## src/rtl/uart_pkg.sv

```systemverilog
// Shared definitions for the oversampling UART receiver: receiver state
// encoding, legal parameter ranges and the parity helper.
package uart_pkg;

  localparam int DATA_BITS_MIN  = 5;
  localparam int DATA_BITS_MAX  = 9;
  localparam int OVERSAMPLE_MIN = 8;
  localparam int OVERSAMPLE_MAX = 32;

  typedef enum logic [2:0] {
    RX_IDLE   = 3'd0,
    RX_START  = 3'd1,
    RX_DATA   = 3'd2,
    RX_PARITY = 3'd3,
    RX_STOP   = 3'd4,
    RX_BREAK  = 3'd5
  } rx_state_e;

  // Expected parity bit for a zero-extended data word; odd=1 inverts it.
  function automatic logic calc_parity(input logic [DATA_BITS_MAX-1:0] data,
                                       input logic                     odd);
    return (^data) ^ odd;
  endfunction

endpackage

```

## src/rtl/uart_sync2.sv

```systemverilog
// Two-flop synchronizer for the asynchronous serial line. Both flops
// reset to 1 so an idle-high line never produces a false start edge.
module uart_sync2 (
  input  logic i_clk,
  input  logic i_rst,
  input  logic i_d,
  output logic o_q
);

  logic [1:0] sync_ff;

  // Shift the raw line through two flops, resetting to the idle level.
  always_ff @(posedge i_clk) begin
    if (i_rst) sync_ff <= 2'b11;
    else       sync_ff <= {sync_ff[0], i_d};
  end

  assign o_q = sync_ff[1];

endmodule

```

## src/rtl/uart_rx_ovs.sv

```systemverilog
// Oversampling UART receiver with a valid/ready output register, stop-bit
// framing check, break handling and a sticky overrun flag.
// Optional feature: define UART_RX_PARITY_EN to insert a parity bit after
// the data bits (even parity, or odd with PARITY_ODD=1).
module uart_rx_ovs
  import uart_pkg::*;
#(
  parameter int DATA_BITS  = 8,
  parameter int OVERSAMPLE = 16,
  parameter int STOP_BITS  = 1,
  parameter int PARITY_ODD = 0
) (
  input  logic                 i_clk,
  input  logic                 i_rst,
  input  logic                 i_in,
  input  logic                 i_sample_tick,
  output logic [DATA_BITS-1:0] o_data,
  output logic                 o_valid,
  input  logic                 i_ready,
  output logic                 o_frame_err,
  output logic                 o_parity_err,
  output logic                 o_overrun
);

  localparam int TW = $clog2(OVERSAMPLE);
  localparam logic [TW-1:0] MID_TICK  = TW'(OVERSAMPLE / 2 - 1);
  localparam logic [TW-1:0] LAST_TICK = TW'(OVERSAMPLE - 1);
  localparam logic [3:0]    LAST_DATA = 4'(DATA_BITS - 1);
  localparam logic [3:0]    LAST_STOP = 4'(STOP_BITS - 1);

  localparam logic [2:0] S_IDLE   = RX_IDLE;
  localparam logic [2:0] S_START  = RX_START;
  localparam logic [2:0] S_DATA   = RX_DATA;
  localparam logic [2:0] S_PARITY = RX_PARITY;
  localparam logic [2:0] S_STOP   = RX_STOP;
  localparam logic [2:0] S_BREAK  = RX_BREAK;

  if (DATA_BITS < DATA_BITS_MIN || DATA_BITS > DATA_BITS_MAX ||
      OVERSAMPLE < OVERSAMPLE_MIN || OVERSAMPLE > OVERSAMPLE_MAX ||
      (OVERSAMPLE % 2) != 0 || STOP_BITS < 1 || STOP_BITS > 2 ||
      PARITY_ODD < 0 || PARITY_ODD > 1) begin : g_bad_params
    $error("uart_rx_ovs: parameter out of legal range");
  end

  logic                 rx_s;
  logic [2:0]           state;
  logic [TW-1:0]        tick_cnt;
  logic [3:0]           bit_cnt;
  logic [DATA_BITS-1:0] shreg;
  logic                 stop_err;
  logic                 done;
  logic [DATA_BITS-1:0] done_data;
  logic                 done_ferr;
`ifdef UART_RX_PARITY_EN
  logic                 par_bit;
  logic                 done_perr;
  logic                 perr_q;
`endif

  uart_sync2 u_sync (
    .i_clk (i_clk),
    .i_rst (i_rst),
    .i_d   (i_in),
    .o_q   (rx_s)
  );

  // Frame FSM: locate mid-bit points with the tick counter, shift data in
  // LSB first, check stop bits and hand a finished word to the output stage.
  always_ff @(posedge i_clk) begin
    if (i_rst) begin
      state     <= S_IDLE;
      tick_cnt  <= '0;
      bit_cnt   <= '0;
      shreg     <= '0;
      stop_err  <= 1'b0;
      done      <= 1'b0;
      done_data <= '0;
      done_ferr <= 1'b0;
`ifdef UART_RX_PARITY_EN
      par_bit   <= 1'b0;
      done_perr <= 1'b0;
`endif
    end else begin
      done <= 1'b0;
      case (state)
        S_IDLE: begin
          if (!rx_s) begin
            state    <= S_START;
            tick_cnt <= '0;
          end
        end
        S_START: begin
          if (i_sample_tick) begin
            if (tick_cnt == MID_TICK) begin
              tick_cnt <= '0;
              bit_cnt  <= '0;
              state    <= rx_s ? S_IDLE : S_DATA;
            end else begin
              tick_cnt <= tick_cnt + 1'b1;
            end
          end
        end
        S_DATA: begin
          if (i_sample_tick) begin
            if (tick_cnt == LAST_TICK) begin
              tick_cnt <= '0;
              shreg    <= {rx_s, shreg[DATA_BITS-1:1]};
              if (bit_cnt == LAST_DATA) begin
                bit_cnt  <= '0;
                stop_err <= 1'b0;
`ifdef UART_RX_PARITY_EN
                state    <= S_PARITY;
`else
                state    <= S_STOP;
`endif
              end else begin
                bit_cnt <= bit_cnt + 1'b1;
              end
            end else begin
              tick_cnt <= tick_cnt + 1'b1;
            end
          end
        end
`ifdef UART_RX_PARITY_EN
        S_PARITY: begin
          if (i_sample_tick) begin
            if (tick_cnt == LAST_TICK) begin
              tick_cnt <= '0;
              par_bit  <= rx_s;
              state    <= S_STOP;
            end else begin
              tick_cnt <= tick_cnt + 1'b1;
            end
          end
        end
`endif
        S_STOP: begin
          if (i_sample_tick) begin
            if (tick_cnt == LAST_TICK) begin
              tick_cnt <= '0;
              if (bit_cnt == LAST_STOP) begin
                bit_cnt   <= '0;
                done      <= 1'b1;
                done_data <= shreg;
                done_ferr <= stop_err | ~rx_s;
`ifdef UART_RX_PARITY_EN
                done_perr <= calc_parity(DATA_BITS_MAX'(shreg), 1'(PARITY_ODD)) != par_bit;
`endif
                state     <= rx_s ? S_IDLE : S_BREAK;
              end else begin
                bit_cnt  <= bit_cnt + 1'b1;
                stop_err <= stop_err | ~rx_s;
              end
            end else begin
              tick_cnt <= tick_cnt + 1'b1;
            end
          end
        end
        S_BREAK: begin
          if (i_sample_tick && rx_s) state <= S_IDLE;
        end
        default: state <= S_IDLE;
      endcase
    end
  end

  // Output register: load a finished word when the slot is free or being
  // emptied this cycle, otherwise drop it and flag the overrun.
  always_ff @(posedge i_clk) begin
    if (i_rst) begin
      o_data      <= '0;
      o_valid     <= 1'b0;
      o_frame_err <= 1'b0;
      o_overrun   <= 1'b0;
`ifdef UART_RX_PARITY_EN
      perr_q      <= 1'b0;
`endif
    end else if (done) begin
      if (!o_valid || i_ready) begin
        o_data      <= done_data;
        o_valid     <= 1'b1;
        o_frame_err <= done_ferr;
`ifdef UART_RX_PARITY_EN
        perr_q      <= done_perr;
`endif
      end else begin
        o_overrun <= 1'b1;
      end
    end else if (o_valid && i_ready) begin
      o_valid <= 1'b0;
    end
  end

`ifdef UART_RX_PARITY_EN
  assign o_parity_err = perr_q;
`else
  assign o_parity_err = 1'b0;
`endif

endmodule

```

## config.mk

```make
export PLATFORM = sky130hd
export DESIGN_NAME = uart_rx_ovs
export DESIGN_NICKNAME = d
export VERILOG_FILES = /design/src/rtl/uart_pkg.sv /design/src/rtl/uart_sync2.sv /design/src/rtl/uart_rx_ovs.sv
export SDC_FILE = /design/constraint.sdc
export NUM_CORES = 1
export LEC_CHECK = 0
export CAP_MARGIN = 20
export CELL_PAD_IN_SITES_DETAIL_PLACEMENT = 2
export CELL_PAD_IN_SITES_GLOBAL_PLACEMENT = 2
export CORE_MARGIN = 5
export CORE_UTILIZATION = 38
export CTS_CLUSTER_DIAMETER = 40
export DETAILED_ROUTE_END_ITERATION = 7
export GPL_ROUTABILITY_DRIVEN = 0
export PLACE_DENSITY_LB_ADDON = 0.3
export SLEW_MARGIN = 15
export SYNTH_ARGS = -nofsm -noshare
export SYNTH_HDL_FRONTEND = slang
export SYNTH_SLANG_ARGS = --single-unit
export TNS_END_PERCENT = 20
```

## constraint.sdc

```tcl
create_clock -name i_clk -period 3.9 [get_ports i_clk]
set_input_delay 0.78 -clock i_clk [delete_from_list [all_inputs] [get_ports i_clk]]
set_output_delay 0.78 -clock i_clk [all_outputs]
set_load 0.1 [all_outputs]
```

==> flow_metrics.py <==
metrics = {
    "run_status": {
        "outcome": "completed",
    },
    "sta": {
        "fin_skew_ns": 0.00810,
        "setup_slack_ns": 1.32,
        "fin_tns_setup_ns": 0,
        "slew_headroom_pct": 34.1,
        "timing.final.crit_share_pct": 66.2,
        "setup_viol": 0,
        "worst_pin_slew_ns": 0.986,
        "hold_slack_ns": 0.434,
        "rsz0062_at_grt": "false",
        "finalHoldViolations": 0,
        "drv_slew": 0,
        "max_freq_mhz": 387,
        "min_period_ns": 2.58,
    },
    "route": {
        "dr.pass1.iters": 4,
        "drt_wl_total_um": 4880,
        "final_antenna_net_count": 0,
        "vias": 1550,
        "drtIter0Drc": 68,
        "via_per_inst": 5.34,
        "drc": 0,
        "wl_per_cell_um": 16.8,
    },
    "layout": {
        "final_nets": 228,
        "num_antenna_cells": 0,
        "multi_input_area_sq_um": 983,
        "areaGrowthSynthToFinish_pct": 15.0,
        "final-seq-area_sq_um": 861,
        "drive_above_1_share_pct": 8.18,
        "final_area_sq_um": 2230,
        "fillers": 561,
    },
    "grt": {
        "overflow": 0,
        "grt_pass1_vias": 1730,
        "grt_max_degree": 44,
        "grtUsageTotal_pct": 16.5,
        "antenna_found_initial": 0,
        "grt_pass1_wl_um": 8360,
    },
    "synth": {
        "syn_inst": 210,
        "synth.avg_cell_area_sq_um": 9.24,
        "ys_types": 48,
        "synth.net_count": 218,
        "yosysSeqAreaShare_pct": 44.4,
        "ys_top_cells_by_area": "dfxtp_1 (44%), mux2i_1 (13%), nor2_1 (6.4%), a21oi_1 (2.8%), o21ai_0 (2.1%)",
        "post-synth-top-count-cell": "dfxtp_1",
        "ys.flop_type": "dfxtp_1",
        "netlist_area_sq_um": 1940,
        "async_flop_share_pct": 0,
        "yosys.area.top_type_share_pct": 44.4,
        "synth_common_cells": "dfxtp_1 (43), nor2_1 (33), mux2i_1 (25)",
        "yosys_warnings": 0,
        "synth-edff-count": 0,
        "yosys_register_bits": 43,
        "synth_top_area_cell": "dfxtp_1",
    },
    "clock_tree": {
        "worstSkewPairLatency_ns": 0.30,
        "htreeDepth": 2,
        "path_clk_slew_ns": 0.08,
        "clockRootBuffer": "clkbuf_8",
        "cts_setup_buffers": 0,
        "cts.hold.buffers_added": 0,
        "cts_sinks": 43,
        "cts_resized": 0,
        "cts_tree": "built",
        "cts_buffers": 5,
        "clockBufferDepth": 2,
    },
    "setup_path": {
        "required_ns": 3.12,
        "crit_path_top_delay_cell": "clkdlybuf4s50_1",
        "rr_worst_depth": 5,
        "worstReg2RegStart": "state[0]$_SDFFE_PP0P_",
        "cp_num_cells": 1,
        "critical_path.top_delay_family": "buffers and inverters",
        "cp.arrival_ns": 1.80,
        "crit_start": "o_data[3]$_SDFFE_PP0P_",
        "crit_fanout": 2,
        "end_kind": "output pin",
        "path_class": "flop to output pin",
        "slowest_delay_ns": 1.15,
        "crit_buf_inv": 1,
        "critPathLaunchType": "flop",
        "cp_cell_sequence": "clkdlybuf4s50_1",
    },
    "pwr": {
        "p_sw_share_pct": 27.4,
        "p_switching_uw": 262,
        "peakVddDrop_uv": 224,
        "pwr-share-seq_pct": 49.4,
        "power.leakage_nw": 0.829,
        "pwr-share-comb_pct": 15.1,
        "p_per_area_nw_per_um2": 429,
        "p_int_uw": 694,
        "p_clk_share_pct": 35.5,
        "p_total_uw": 956,
    },
    "floorplanning": {
        "core_area_sq_um": 5040,
        "initial_utilization_pct": 38.5,
        "die_area_sq_um": 6630,
        "die-width_um": 81.4,
        "die_y_um": 81.4,
        "row_count": 26,
        "pin_count": 17,
    },
    "hold_path": {
        "min_path_type": "flop to flop",
        "holdCritStartpoint": "u_sync.sync_ff[0]$_SDFF_PP1_",
        "whs_path_depth": 1,
    },
    "placed_design": {
        "post-place-ws_ns": 1.13,
        "placed_area_sq_um": 2120,
        "place_hpwl_um": 3480,
        "port_buffers": 15,
    },
    "run": {
        "cap_violations": 0,
    },
}
==> kinds of logic (layout without fill, tap and decap cells) <==
| logic type | count (synthesis) | in the layout | synth area share, % |
|---|---|---|---|
| adder cells (fa/ha/maj) | 3 | 3 | 1.94 |
| multiplexers | 25 | 25 | 12.9 |
| flip-flops | 43 | 43 | 44.4 |
| AND/OR/NAND/NOR | 76 | 76 | 20.6 |
| XOR/XNOR | 1 | 1 | 0.452 |
| buffers and inverters | 21 | 31 | 4.90 |
| AO/OA/AOI/OAI | 40 | 40 | 14.6 |
| other | 1 | 1 | 0.193 |
==> flip-flops by register name, summed over array words and instances, names as in the netlist <==
register        cells
stop_err            1
bit_cnt             4
tick_cnt            4
state               3
done_ferr           1
o_frame_err         1
done_data           8
o_overrun           1
shreg               8
o_data              8
done                1
u_sync.sync_ff      2
o_valid             1
==> final timing paths <==
kind	slack, ns	endpoint
worst max register to register	1.66	bit_cnt[2]$_SDFFE_PP0P_
worst min register to register	0.43	u_sync.sync_ff[1]$_SDFF_PP1_
worst max-delay path	1.32	o_data[3]
worst min-delay path	0.43	u_sync.sync_ff[1]$_SDFF_PP1_
==> worst register-to-register path: stages (launching register included) <==
cell	delay, ns
dfxtp_1	0.71
or3b_1	0.47
o21ai_2	0.17
o211ai_4	0.17
or4_1	0.53
a21oi_1	0.13
==> metal layers <==
metal / GRT usage, % / vias to the layer above / share of wire (%)
li1: - / 755 / -
met1: 18.4 / 772 / 41
met2: 30.5 / 17 / 55
met3: 3.84 / 6 / 2.6
met4: 5.57 / 0 / 1.4
met5: 0 / - / 0
==> layout make-up <==
class | count | share of cell area, %
tap | 70 | 3.93
clock inverter | 2 | 1.68
timing repair buffer | 17 | 7.41
sequential | 43 | 38.6
multi-input combinational | 146 | 44.1
inverter | 7 | 1.18
clock buffer | 5 | 3.09
==> stage by stage <==
stage               util (%)  instances
CTS                     44.2        290
global route            44.2        290
floorplan                  -        210
detailed placement      42.1        283
finish                  44.2        290
global placement        42.1        283
==> placed cells by master (no fill, tap or decap), types with 4 or more instances in the layout <==
cell / n
a21oi_1: 11
clkbuf_8: 5
clkdlybuf4s50_1: 15
dfxtp_1: 43
inv_1: 7
mux2i_1: 25
nand2_1: 4
nand2b_1: 5
nand3_1: 4
nor2_1: 33
nor2b_1: 5
o21ai_0: 8
==> power by group through the flow <==
| stage | registers (mW) | logic [mW] | clock network (mW) |
|---|---|---|---|
| after detailed placement | 0.483 | 0.146 | 0 |
| after CTS | 0.473 | 0.146 | 0.348 |
| after global routing | 0.476 | 0.163 | 0.370 |
| final | 0.472 | 0.145 | 0.339 |
| after global placement | 0.480 | 0.137 | 0 |
| after floorplan | 0.463 | 0.134 | 0 |
Note: power is estimated with default switching activity, not from simulation.
